==> config.mk <==
export PLATFORM = sky130hd
export DESIGN_NAME = stdcore_rfifo_pre_mc
export DESIGN_NICKNAME = d
export VERILOG_FILES = /design/src/rtl/stdcore_rfifo_pkg.sv /design/src/rtl/stdcore_rfifo_lane.sv /design/src/rtl/stdcore_rfifo_pre_mc.sv
export SDC_FILE = /design/constraint.sdc
export NUM_CORES = 1
export LEC_CHECK = 0
export CAP_MARGIN = 20
export CELL_PAD_IN_SITES_DETAIL_PLACEMENT = 1
export CELL_PAD_IN_SITES_GLOBAL_PLACEMENT = 1
export CORE_MARGIN = 2
export CORE_UTILIZATION = 53
export CTS_BUF_LIST = sky130_fd_sc_hd__clkbuf_4
export DETAILED_ROUTE_END_ITERATION = 10
export GPL_TIMING_DRIVEN = 0
export PLACE_DENSITY = 0.95
export SYNTH_ARGS = -nofsm -noshare
export SYNTH_HDL_FRONTEND = slang
export SYNTH_HIERARCHICAL = 1
export SYNTH_SLANG_ARGS = --single-unit
==> constraint.sdc <==
create_clock -name clk -period 5.5 [get_ports clk]
set_clock_uncertainty 0.1 [all_clocks]
set_input_delay 0.55 -clock clk [delete_from_list [all_inputs] [get_ports clk]]
set_output_delay 0.55 -clock clk [all_outputs]
set_load 0.005 [all_outputs]
==> src/rtl/stdcore_rfifo_pkg.sv <==
// Shared helpers for the multi-channel registered-output FIFO.
// Holds clog2_f, the pointer-wrap test and the default occupancy type.
package stdcore_rfifo_pkg;

    // Ceiling log2; usable in parameter and port-width expressions.
    function automatic int clog2_f(input int v);
        int r;
        int x;
        r = 0;
        x = v - 1;
        while (x > 0) begin
            r++;
            x = x >> 1;
        end
        return r;
    endfunction

    // True when a pointer sits on its last slot and must wrap to 0.
    // The compare form also covers depths that are not powers of two.
    function automatic bit ptr_last(input int ptr, input int depth);
        return ptr == depth - 1;
    endfunction

    localparam int DEF_DEPTH = 4;

    // Occupancy type for the default depth (0..DEPTH needs DEPTH+1 codes).
    typedef logic [clog2_f(DEF_DEPTH+1)-1:0] occ_t;

endpackage

==> src/rtl/stdcore_rfifo_lane.sv <==
// One FIFO channel: pointers, occupancy, memory and registered output.
// Ports: p/p_val/p_rdy/p_prdy producer side, c/c_val/c_rdy consumer, cnt, err with STDCORE_RFIFO_MC_ERR_EN.
module stdcore_rfifo_lane
    import stdcore_rfifo_pkg::*;
#(
    parameter int DW    = 8,
    parameter int DEPTH = 4,
    parameter int PRE   = 1,
    parameter int CW    = clog2_f(DEPTH+1)
) (
    input  logic          clk,
    input  logic          arst_n,
    input  logic          rst_n,
    input  logic [DW-1:0] p,
    input  logic          p_val,
    output logic          p_rdy,
    output logic          p_prdy,
    output logic [DW-1:0] c,
    output logic          c_val,
    input  logic          c_rdy,
    output logic [CW-1:0] cnt
`ifdef STDCORE_RFIFO_MC_ERR_EN
    ,
    output logic          err
`endif
);

    localparam int PW = (clog2_f(DEPTH) < 1) ? 1 : clog2_f(DEPTH);

    logic [DW-1:0] r_mem [DEPTH];
    logic [PW-1:0] r_wp;
    logic [PW-1:0] r_rp;
    logic [PW-1:0] r_rp1;
    logic [CW-1:0] r_cnt;
    logic          r_c_val;
    logic          r_p_rdy;
    logic          r_p_prdy;
    logic [DW-1:0] r_c;

    logic          w_push;
    logic          w_pop;
    logic [CW:0]   w_nxt;
    logic [CW:0]   w_rem;
    logic          w_thru;
    logic [PW-1:0] w_wp_n;
    logic [PW-1:0] w_rp1_n;
    logic [PW-1:0] w_rd;
    logic [DW-1:0] w_c_n;

    assign w_push  = p_val & r_p_rdy;
    assign w_pop   = r_c_val & c_rdy;
    assign w_rem   = {1'b0, r_cnt} - (CW+1)'(w_pop);
    assign w_nxt   = w_rem + (CW+1)'(w_push);
    // Lane is (or becomes) empty ahead of this push: bypass the memory.
    assign w_thru  = w_push && (w_rem == '0);
    assign w_wp_n  = ptr_last(int'(r_wp), DEPTH) ? '0 : r_wp + 1'b1;
    assign w_rp1_n = ptr_last(int'(r_rp1), DEPTH) ? '0 : r_rp1 + 1'b1;
    // On a pop the head moves on, so the next word sits at rdptr+1.
    assign w_rd    = w_pop ? r_rp1 : r_rp;
    assign w_c_n   = w_thru ? p : r_mem[w_rd];

    always_ff @(posedge clk) begin
        if (w_push) begin
            r_mem[r_wp] <= p;
        end
    end

    always_ff @(posedge clk or negedge arst_n) begin
        if (!arst_n) begin
            r_wp     <= '0;
            r_rp     <= '0;
            r_rp1    <= PW'(1);
            r_cnt    <= '0;
            r_c_val  <= 1'b0;
            r_p_rdy  <= 1'b0;
            r_p_prdy <= 1'b0;
            r_c      <= '0;
        end else if (!rst_n) begin
            r_wp     <= '0;
            r_rp     <= '0;
            r_rp1    <= PW'(1);
            r_cnt    <= '0;
            r_c_val  <= 1'b0;
            r_p_rdy  <= 1'b0;
            r_p_prdy <= 1'b0;
            r_c      <= '0;
        end else begin
            if (w_push) begin
                r_wp <= w_wp_n;
            end
            if (w_pop) begin
                r_rp  <= r_rp1;
                r_rp1 <= w_rp1_n;
            end
            r_cnt    <= w_nxt[CW-1:0];
            r_c_val  <= (w_nxt != '0);
            r_p_rdy  <= (w_nxt < (CW+1)'(DEPTH));
            r_p_prdy <= (w_nxt < (CW+1)'(DEPTH-PRE));
            if (w_nxt != '0) begin
                r_c <= w_c_n;
            end
        end
    end

    assign p_rdy  = r_p_rdy;
    assign p_prdy = r_p_prdy;
    assign c      = r_c;
    assign c_val  = r_c_val;
    assign cnt    = r_cnt;

`ifdef STDCORE_RFIFO_MC_ERR_EN
    logic r_err;
    logic r_popped;

    // Underflow is only flagged once the lane has really been drained,
    // so an idle consumer holding c_rdy high after reset is not an error.
    always_ff @(posedge clk or negedge arst_n) begin
        if (!arst_n) begin
            r_err    <= 1'b0;
            r_popped <= 1'b0;
        end else if (!rst_n) begin
            r_err    <= 1'b0;
            r_popped <= 1'b0;
        end else begin
            if (w_pop) begin
                r_popped <= 1'b1;
            end
            if ((p_val && !r_p_rdy) ||
                (c_rdy && !r_c_val && r_popped)) begin
                r_err <= 1'b1;
            end
        end
    end

    assign err = r_err;
`endif

endmodule

==> src/rtl/stdcore_rfifo_pre_mc.sv <==
// NCH independent registered-output FIFO lanes with per-lane pre-ready.
// Ports: clk, arst_n, rst_n, p/p_val/p_rdy/p_prdy, c/c_val/c_rdy, cnt; err with STDCORE_RFIFO_MC_ERR_EN.
module stdcore_rfifo_pre_mc
    import stdcore_rfifo_pkg::*;
#(
    parameter  int DW    = 8,
    parameter  int DEPTH = 4,
    parameter  int PRE   = 1,
    parameter  int NCH   = 2,
    localparam int CW    = clog2_f(DEPTH+1)
) (
    input  logic              clk,
    input  logic              arst_n,
    input  logic              rst_n,
    input  logic [NCH*DW-1:0] p,
    input  logic [NCH-1:0]    p_val,
    output logic [NCH-1:0]    p_rdy,
    output logic [NCH-1:0]    p_prdy,
    output logic [NCH*DW-1:0] c,
    output logic [NCH-1:0]    c_val,
    input  logic [NCH-1:0]    c_rdy,
    output logic [NCH*CW-1:0] cnt
`ifdef STDCORE_RFIFO_MC_ERR_EN
    ,
    output logic [NCH-1:0]    err
`endif
);

    for (genvar g = 0; g < NCH; g++) begin : g_lane
        stdcore_rfifo_lane #(
            .DW    (DW),
            .DEPTH (DEPTH),
            .PRE   (PRE),
            .CW    (CW)
        ) u_lane (
            .clk    (clk),
            .arst_n (arst_n),
            .rst_n  (rst_n),
            .p      (p[g*DW +: DW]),
            .p_val  (p_val[g]),
            .p_rdy  (p_rdy[g]),
            .p_prdy (p_prdy[g]),
            .c      (c[g*DW +: DW]),
            .c_val  (c_val[g]),
            .c_rdy  (c_rdy[g]),
            .cnt    (cnt[g*CW +: CW])
`ifdef STDCORE_RFIFO_MC_ERR_EN
            ,
            .err    (err[g])
`endif
        );
    end

endmodule

==> Word level (Yosys, flattened, before mapping) <==
Memories as Yosys holds them, arrays and structs flattened.
Index checks and enable logic that the tools add are counted.
{ "totals": {"register_bits": 40, "wordCells": 84, "mem_count": 2, "inputBits": 23, "ramBits": 64} }
{ "op_classes": {"eq_ne": 10, "add_sub_neg": 8, "mux": 34, "n_lt_le_gt_ge": 4, "n_bitwise": 4, "n_reduce_logical": 6} }
{ "memory_table": {"columns": ["name", "words", "width", "rd", "rd_clocked_by_memory_dff", "write_ports", "line_no", "rtl"], "rows": [
  ["g_lane[0].u_lane.r_mem", 4, 8, 1, 0, 1, "stdcore_rfifo_lane.sv:30", "logic [DW-1:0] r_mem [DEPTH];"],
  ["g_lane[1].u_lane.r_mem", 4, 8, 1, 0, 1, "stdcore_rfifo_lane.sv:30", null]
]} }
{ "op_table": {"columns": ["cell", "n"], "rows": [
  ["$mux 8", 6],
  ["$mux 2", 16],
  ["$ne 2x1->1 const B", 6],
  ["$mux 1", 10],
  ["$add 2x1->2 const B", 4],
  ["$add 4x1->4", 2],
  ["$eq 2x1->1 const B", 4],
  ["$logic_not 4->1", 2],
  ["$lt 4x2->1 const B", 2],
  ["$lt 4x3->1 const B", 2],
  ["$reduce_bool 4->1", 2],
  ["$sub 3x1->4", 2],
  ["$mux 3", 2],
  ["$and 1x1->1", 4],
  ["$logic_and 1x1->1", 2]
]} }

==> Logic depth before layout (Yosys ltp) <==
Gate-level depths: netlist (run 1).
{ "logic_depth": {"depth_word": 7, "depth_mapped": 13, "mapped_depth_nobuf": 11} }

==> Cells and area by module <==
The synthesis (run 1) kept the hierarchy.
{ "modules_own_cells": {"columns": ["mod", "area_per_inst_um2", "seq_area_each_um2", "cells_per_inst", "instances"], "rows": [
  ["stdcore_rfifo_lane (g_lane[1].u_lane)", 2688.8, 1462.7, 199, 1],
  ["stdcore_rfifo_lane (g_lane[0].u_lane)", 2671.3, 1462.7, 199, 1]
]} }

==> Least setup slack after synthesis (run 1) <==
Ideal clock, no wire load.
{ "synth_timing": {"kind": "input to register", "startpoint": "in c_rdy[1]", "endpoint": "reg g_lane[1].u_lane.r_c[0]", "path_stages": 13, "t_arrival_ps": 2708, "path_buffers": 2, "slack_ps": 2569, "t_required_ps": 5277, "setup_time_ps": 123, "path_cell_list": "buf_4 -> nand2_2 -> inv_1 -> ha_1 -> inv_1 -> ha_1 -> ha_1 -> and4b_1 -> a211oi_2 -> o221ai_1 -> and3_1 -> buf_4 -> o2bb2ai_1"} }
{ "synth_via": {"elab_chain_cells": 7, "word_cells_on_any_way": 12} }
{ "synth_lines": {"columns": ["item", "line_no", "rtl"], "rows": [
  ["from (decl)", "stdcore_rfifo_pre_mc.sv:21", "input logic [NCH-1:0] c_rdy,"],
  ["$and 1x1->1 (*)", "stdcore_rfifo_lane.sv:51", "assign w_pop = r_c_val & c_rdy;"],
  ["parallel branches: the longest is 6 deep, another holds $sub 3x1->4", null, null],
  ["to (signal assigned)", "stdcore_rfifo_lane.sv:100", "r_c <= w_c_n;"],
  ["to (decl)", "stdcore_rfifo_lane.sv:38", "logic [DW-1:0] r_c;"]
]} }
Mark *: on every way between the ends. The select of a mux whose other input is x is not followed.
A chain may end at the register's enable or synchronous reset.

==> Worst setup path after layout (run 1) <==
{ "layout_timing": {"startpoint": "in c_rdy[0]", "endpoint": "reg g_lane[0].u_lane.r_c[2]"} }
{ "layout_via": {"elab_chain_cells": 7, "word_cells_on_any_way": 12} }
{ "layout_lines": {"columns": ["item", "line_no"], "rows": [
  ["$and 1x1->1 (*)", "stdcore_rfifo_lane.sv:51"],
  ["parallel branches: the longest is 6 deep, another holds $sub 3x1->4", null],
  ["to (signal assigned)", "stdcore_rfifo_lane.sv:100"],
  ["to (decl)", "stdcore_rfifo_lane.sv:38"]
]} }
Marked as above.

==> results.env, run 1 <==
TIMING_HOLD_VIOLATIONS_FINAL=0
DP.FINAL_HPWL_UM=10200
CRITICAL_PATH.MAX_FANOUT=10
HP-CLASS='in2async'
SETUP.WORST_PATH.START_CLASS='input pin'
AREAGROWTHSYNTHTOFINISH_PCT=15.6
DRT-PASS1-ITER-COUNT=7
LAYOUT_WORST_PATH_CYCLE_SHARE_PCT=62.6
TIGHTEST_SLEW_NS=0.529
GRT.TOTAL_USAGE_PCT=27.2
GRT_FIRST_PASS_WIRELENGTH_UM=22700
TRITONCTS.NUM_BUFFERS=9
CTS_MAX_PATH_BUFFERS=2
CRIT_SLOWEST_CELL='sky130_fd_sc_hd__clkdlybuf4s50_1'
NUMBER_OF_SLEW_LIMIT_VIOLATIONS_IN_THE_FINAL_REPORT=0
POST_CTS.REPAIR.SETUP_BUFFERS=0
FINAL_WEIGHTED_CONGESTION_OF_ROUTABILITY_DRIVEN_GLOBAL_PLACEMENT=0.830
NUM_ROWS=36
LAYOUT.NETS=500
DR_TOTAL_VIAS=3682
WORST_EP_ARRIVAL_TIME_NS=3.71
WL_PER_CELL_UM=23.5
SYNTH.FF_LATCH_COUNT=104
ANTENNA_VIOLATIONS_BEFORE_REPAIR=1
TIMING_WORST_SETUP_PATH_TYPE='in2reg'
DRIVE_ABOVE_1_SHARE_PCT=22.3
MAX_FREQ_GHz=0.291
SYNTHCELLS=398
REMAINING_DRC_ERRORS=0
POST_SYNTH.CELL_AREA_AVG_UM2=13.5
VDD_DROP_MAX_uV=243
ROUTE.ANTENNA.REMAINING_NETS=0
POST_SYNTH_NUM_CELL_TYPES=45
DIE-HEIGHT_UM=105
CP-END-KIND='register'
SYNTH.YOSYS.SEQ_AREA_SHARE_PCT=54.6
NUMPORTBUFFERS=50
CORE_UM2=9770
VIAS_PER_CELL=6.14
CP_CELL_SEQUENCE='clkdlybuf4s50_1, buf_4, nand2_2, inv_1, ha_1, inv_1, ha_1, ha_1, and4b_1, a211oi_2, o221ai_1, a21bo_1, buf_6, o2bb2ai_1'
INITIAL_UTILIZATION_PCT=54.8
STDCELL_COUNT=600
SYN_AREA_UM2=5360
SYNTH_FP_NETS=437
CTS_TREE='done'
MAXIMUM_CELL_STAGE_DELAY_ALONG_THE_CRITICAL_PATH_NS=0.49
DRT_WL_TOTAL_UM=14100
PWR_DENSITY_CELL_nW_PER_UM2=419
CLOCK_LATENCY_NS=0.47
SETUP_VIOL_COUNT_FINAL=0
PLACEDCELLCOUNT=582
YOSYSWARNINGS=6
MAX_CAP_VIOLATIONS=0
SETUP_WS_NS=2.06
LAYOUT.CELLS.MOST_COMMON_LIST='sky130_fd_sc_hd__edfxtp_1, sky130_fd_sc_hd__clkdlybuf4s50_1, sky130_fd_sc_hd__dfrtp_1, sky130_fd_sc_hd__and3_1, sky130_fd_sc_hd__a21boi_0'
CTS.HTREE.LEVELS=3
PLACE_WORST_SETUP_SLACK_NS=1.59
MIN_PERIOD_NS=3.44
GRT_REMAINING_OVERFLOW=0
DIE_AREA_UM2=10900
MOSTFREQUENTLAYOUTCELL='sky130_fd_sc_hd__edfxtp_1'
FIRST_GLOBAL_VIAS=4074
DRT_ITER0_MARKERS=260
TOP_LEVEL_PORTS=51
CLOCK-SINKS=104
CLK_PIN_SLEW_NS=0.16
POWER.LEAKAGE_uW=0.00254
GRT_START_MAX_NET_PINS=27
OUTCOME='finished, final reports clean'
WORST_EP_REQUIRED_TIME_NS=5.77
WORST_SLEW_MARGIN_REL_PCT=64.7
DIE_X_UM=105
CP_COMMON_CELL='sky130_fd_sc_hd__ha_1'
SETUP_TNS_NS=0
GRT_SETUP_UNREPAIRED='no'
CTSROOTBUFFERMASTER='sky130_fd_sc_hd__clkbuf_4'
FINAL_LAYOUT_WORST_HOLD_SLACK_NS=0.411
==> registers in the layout (all words and copies together), names as in the netlist <==
signal,cells
g_lane.u_lane/c,16
g_lane.u_lane/r_rp,4
g_lane.u_lane/r_rp1,4
g_lane.u_lane/cnt,6
g_lane.u_lane/r_mem,64
g_lane.u_lane/c_val,2
g_lane.u_lane/p_rdy,2
g_lane.u_lane/r_wp,4
g_lane.u_lane/p_prdy,2
==> worst max-delay path: cells and delay by family <==
family | cells | cell delay, ns
adders and majority gates | 3 | 0.88
AOI/OAI and AO/OA | 4 | 0.81
and+or+nand+nor | 2 | 0.41
buffers and inverters | 5 | 1.06
==> path summary, 6_finish.rpt <==
path	slack (ns)	depth (start not counted)	startpoint	endpoint
max in group asynchronous	4.34	3	arst_n	g_lane[1].u_lane/r_rp1[0]
min in group clk	0.42	1	g_lane[0].u_lane/c[4]	g_lane[0].u_lane/c[4]
worst min-delay path	0.41	2	arst_n	g_lane[1].u_lane/c[5]
worst max-delay path	2.06	14	c_rdy[0]	g_lane[0].u_lane/c[2]
worst min register to register	0.42	1	g_lane[0].u_lane/c[4]	g_lane[0].u_lane/c[4]
worst max register to register	2.15	13	g_lane[0].u_lane/c_val	g_lane[0].u_lane/c[2]
==> report_power, final <==
group / leakage, uW / switching [uW] / internal [uW]
Clock: 0.0000750 / 264 / 147
Combinational: 0.00137 / 579 / 553
Sequential: 0.00110 / 94.0 / 961
==> cell families after synthesis <==
group / count (synthesis) / synth area share [%]
simple gates: 126 / 16.8
flops: 104 / 54.6
compound gates: 86 / 15.7
buf+inv: 38 / 4.25
mux: 16 / 2.99
fa+ha+maj: 16 / 3.73
xor+xnor: 12 / 1.96
==> routing by layer <==
metal / part of all wire, % / wire length (um) / track usage [%] / vias to the layer above
li1: - / - / - / 1662
met1: 43 / 6070 / 36.1 / 1892
met2: 51 / 7180 / 46.2 / 113
met3: 4.6 / 641 / 3.99 / 15
met4: 1.3 / 189 / 8.78 / 0
met5: 0 / 0 / 0 / -
==> final cells by class <==
class / count / area [um^2]
Clock buffer: 10 / 75.1
Clock inverter: 6 / 67.6
Fill cell: 962 / 3580
Sequential cell: 104 / 2930
Timing Repair Buffer: 52 / 526
Multi-Input combinational cell: 256 / 2210
Antenna cell: 1 / 2.50
Tap cell: 133 / 166
Inverter: 14 / 52.6
Buffer: 24 / 175
==> through the flow <==
stage          cell area [um^2]  utilization [%]  total power (uW)
2_1_floorplan              5360                -              1750
3_3_place_gp               6030             61.7              2100
3_5_place_dp               6040             61.8              2190
4_1_cts                    6190             63.4              2600
5_1_grt                    6200             63.4              2740
6_report                   6200             63.4              2600
==> cells in the mapped netlist (all sizes together) <==
master	count	area, um^2
a211o	2	17.5
edfxtp	64	1920
nand3	4	55.1
a211oi	2	25.0
dfrtp	38	951
and4bb	2	25.0
xnor2	10	87.6
ha	16	200
buf	21	163
o2bb2ai	16	165
xor2	2	17.5
and3	42	284
a21bo	6	72.6
and2	30	208
nand2	16	70.1
o211ai	2	42.5
a21boi	22	165
a21oi	2	10.0
nor2	2	7.51
clkbuf	3	12.5
o221ai	2	17.5
dfstp	2	52.6
or3	2	12.5
inv	14	52.6
nor2b	4	25.0
mux2i	16	160
nand2b	2	12.5
and4	16	146
o32a	16	160
and4b	2	20.0
a221o	16	165
and3b	4	35.0
==> what timing repair did <==
item,CTS,global route
hold buffers,1,0
hold endpoints to repair,14,0
gates resized for setup,0,0
Power figures use the tool's default switching activity.
==> run 2, diff against run 1 <==
- CORE_UTILIZATION: 53 -> 44
- PLACE_DENSITY: 0.95 -> 0.85
- clock period: 5.5 -> 2.96 ns (I/O delays scaled with it)
==> results.env, run 2 (synthesized netlist as in run 1, its figures left out) <==
TIGHTEST_SLEW_NS=0.930  # was 0.529 ns
LAYOUT.NETS=502  # was 500
TOP_LEVEL_PORTS=51  # unchanged
NUMPORTBUFFERS=50  # unchanged
SEQPWRFRAC_PCT=39.4  # was 40.6%
TIMING_WORST_SETUP_PATH_TYPE='reg2reg'  # was in2reg
FINALPOWER_uW=4950  # was 2600 uW
ANTENNA_CELLS_INSERTED=0  # was 1
GRT_REMAINING_OVERFLOW=0  # unchanged
CRIT_BUF_INV=4  # was 5
FINAL_AREA_UM2=6340  # was 6200 um^2
DETAIL_ROUTE.WIRELENGTH.MET1_UM=5530  # was 6070 um
WORST_EP_REQUIRED_TIME_NS=3.24  # was 5.77 ns
PWR_DENSITY_CELL_nW_PER_UM2=780  # was 419 nW/um^2
PLACED_AREA_UM2=6040  # about the same
POWER.SWITCHING_FRACTION_PCT=35.5  # was 36.1%
CTS.HTREE.LEVELS=3  # unchanged
ROUTE.TOP_LAYER_USED='met4'  # unchanged
FINAL_WEIGHTED_CONGESTION_OF_ROUTABILITY_DRIVEN_GLOBAL_PLACEMENT=0.783  # was 0.830
DRT-PASS1-ITER-COUNT=4  # was 7
MET2_ROUTED_WIRELENGTH_UM=6760  # was 7180 um
REG2REG_SETUP_SLACK_NS=0.08  # was 2.15 ns
DIE_X_UM=114  # was 105 um
DETAILED_ROUTED_WIRE_LENGTH_ON_MET3_UM=351  # was 641 um
MAXIMUM_CELL_STAGE_DELAY_ALONG_THE_CRITICAL_PATH_NS=0.43  # was 0.49 ns
DIE-HEIGHT_UM=114  # was 105 um
TIMING_HOLD_VIOLATIONS_FINAL=0  # unchanged
CRITICAL_PATH.MAX_FANOUT=10  # unchanged
DRIVE_ABOVE_1_SHARE_PCT=26.1  # was 22.3%
PLACEDCELLCOUNT=595  # was 582
CAPTURE_INSTANCE_OF_THE_WORST_REGISTER_TO_REGISTER_PATH='g_lane[0].u_lane/c[5]'  # was g_lane[0].u_lane/c[2]
CP_CELL_SEQUENCE='buf_4, nand2_8, inv_2, ha_4, inv_1, ha_2, ha_4, and4bb_2, a211oi_2, o221ai_2, and3_4, buf_6, o2bb2ai_2'  # was clkdlybuf4s50_1, buf_4, nand2_2, inv_1, ha_1, inv_1, ha_1, ha_1, and4b_1, a211oi_2, o221ai_1, a21bo_1, buf_6, o2bb2ai_1
WORST_EP_ARRIVAL_TIME_NS=3.17  # was 3.71 ns
POWER.INTERNAL_uW=3190  # was 1660 uW
POWER.LEAKAGE_uW=0.00255  # was 0.00254 uW
GRT_FIRST_PASS_WIRELENGTH_UM=20700  # was 22700 um
OUTCOME='finished, final reports clean'  # unchanged
CLOCK_LATENCY_NS=0.49  # was 0.47 ns
DR_TOTAL_VIAS=3568  # was 3682
MOSTFREQUENTLAYOUTCELL='sky130_fd_sc_hd__edfxtp_1'  # unchanged
HP-CLASS='in2async'  # unchanged
WL_PER_CELL_UM=20.9  # was 23.5 um
AREAGROWTHSYNTHTOFINISH_PCT=18.4  # was 15.6%
ANTENNA_VIOLATIONS_BEFORE_REPAIR=0  # was 1
FIRST_GLOBAL_VIAS=3898  # was 4074
DRT_WL_TOTAL_UM=12900  # was 14100 um
GRT.TOTAL_USAGE_PCT=20.6  # was 27.2%
ROUTE.ANTENNA.REMAINING_NETS=0  # unchanged
CRIT_SLOWEST_CELL='sky130_fd_sc_hd__dfrtp_2'  # was sky130_fd_sc_hd__clkdlybuf4s50_1
MIN_PERIOD_NS=2.88
DIE_AREA_UM2=13100  # was 10900 um^2
CRITICAL_PATH_DEPTH=13  # was 14
SETUP.WORST_PATH.START_CLASS='register'  # was input pin
WORST_SLEW_MARGIN_REL_PCT=38.0  # was 64.7%
DRT_ITER0_MARKERS=170  # was 260
CTSROOTBUFFERMASTER='sky130_fd_sc_hd__clkbuf_4'  # unchanged
TOP_FAMILY_BY_DELAY_ON_CRITICAL_PATH='adder cells'  # was buffers and inverters
POWER.COMBINATIONAL.FRACTION_PCT=45.2  # was 43.6%
GRT_SETUP_UNREPAIRED='no'  # unchanged
VDD_DROP_MAX_uV=463  # was 243 uV
R2R_CELLS=13  # unchanged
VIAS_PER_CELL=5.80  # was 6.14
LARGEST_REGISTER_FF_COUNT=64  # unchanged
MAX_CAP_VIOLATIONS=0  # unchanged
LAYOUT.CELLS.MOST_COMMON_LIST='sky130_fd_sc_hd__edfxtp_1, sky130_fd_sc_hd__clkdlybuf4s50_1, sky130_fd_sc_hd__dfrtp_1, sky130_fd_sc_hd__and3_1, sky130_fd_sc_hd__a21boi_0'  # unchanged
STDCELL_COUNT=615  # was 600
CP-END-KIND='register'  # unchanged
FINAL_CORE_UTILIZATION_PCT=53.0  # was 63.4%
CLOCK-SINKS=104  # unchanged
TOTAL_SWITCHING_POWER_uW=1760  # was 937 uW
WORSTREG2REGSTART='g_lane[0].u_lane/c_val'  # unchanged
FINAL_LAYOUT_WORST_HOLD_SLACK_NS=0.359  # was 0.411 ns
CLK_PIN_SLEW_NS=0.16  # about the same
TOP_REGISTER='g_lane.u_lane/r_mem'  # unchanged
SETUP_VIOL_COUNT_FINAL=0  # unchanged
GRT_START_MAX_NET_PINS=41  # was 27
CTS_MAX_PATH_BUFFERS=2  # unchanged
MAX_FREQ_GHz=0.347
CORE_UM2=12000  # was 9770 um^2
CP_COMMON_CELL='sky130_fd_sc_hd__ha_4'  # was sky130_fd_sc_hd__ha_1
REMAINING_DRC_ERRORS=0  # unchanged
TRITONCTS.NUM_BUFFERS=9  # unchanged
NUMBER_OF_SLEW_LIMIT_VIOLATIONS_IN_THE_FINAL_REPORT=0  # unchanged
CLOCKPOWERSHARE_PCT=15.4  # was 15.8%
NUM_ROWS=40  # was 36
CTS_TREE='done'  # unchanged
LAYOUT_WORST_PATH_CYCLE_SHARE_PCT=97.5
INITIAL_UTILIZATION_PCT=44.8  # was 54.8%
DP.FINAL_HPWL_UM=9050  # was 10200 um
==> run 2: cell count changes in the layout (fill, tap and decap cells not counted), moves of 3 or more <==
cell                    change
sky130_fd_sc_hd__buf_4      +3
sky130_fd_sc_hd__ha_1       -7
sky130_fd_sc_hd__ha_2       +3
sky130_fd_sc_hd__ha_4       +4
==> run 2: how the worst max path moves through the flow <==
stage                                 from                     to  slack (ns)
finish              g_lane[0].u_lane/c_val  g_lane[0].u_lane/c[5]        0.08
global route        g_lane[0].u_lane/c_val  g_lane[0].u_lane/c[5]       0.002
CTS                 g_lane[1].u_lane/c_val  g_lane[1].u_lane/c[6]        0.02
detailed placement                c_rdy[0]  g_lane[0].u_lane/c[2]       -0.73
global placement                  c_rdy[1]  g_lane[1].u_lane/c[0]       -0.55
floorplan           g_lane[1].u_lane/c_val  g_lane[1].u_lane/c[0]        0.11
==> run 2: cell type report <==
type	count	area [um^2]
buffer	24	175
clock buffer	10	75.1
clock inverter	6	67.6
fill	1200	5620
inverter	14	52.6
multi-input combinational	256	2330
sequential	104	2930
tap	147	184
timing repair buffer	54	528
==> run 2: power groups by stage <==
stage          sequential (uW)  combinational (uW)  clock (uW)
2_1_floorplan             1960                1300           0
3_3_place_gp              1980                1940           0
3_5_place_dp              2000                2020           0
4_1_cts                   1950                2160         789
5_1_grt                   1970                2430         828
6_report                  1950                2240         764
==> run 2: metrics by stage <==
stage	setup slack [ns]	TNS (ns)
after detailed placement	-0.731	-13.46
after floorplan	0.114	0
after CTS	0.0194	0
final	0.0750	0
after global routing	0.00216	0
after global placement	-0.555	-10.52
==> run 2: what timing repair did <==
action | 4_1_cts | 5_1_grt
pin swaps | 1 | 3
hold buffers | 1 | 0
setup buffers | 2 | 1
gates resized for setup | 14 | 9
hold endpoints to repair | 38 | 0
endpoints found under the setup margin | 22 | 16
==> run 2: metal layers <==
metal | vias up | track usage (%)
li1 | 1666 | -
met1 | 1816 | 25.6
met2 | 69 | 36.0
met3 | 17 | 3.44
met4 | 0 | 8.29
met5 | - | 0
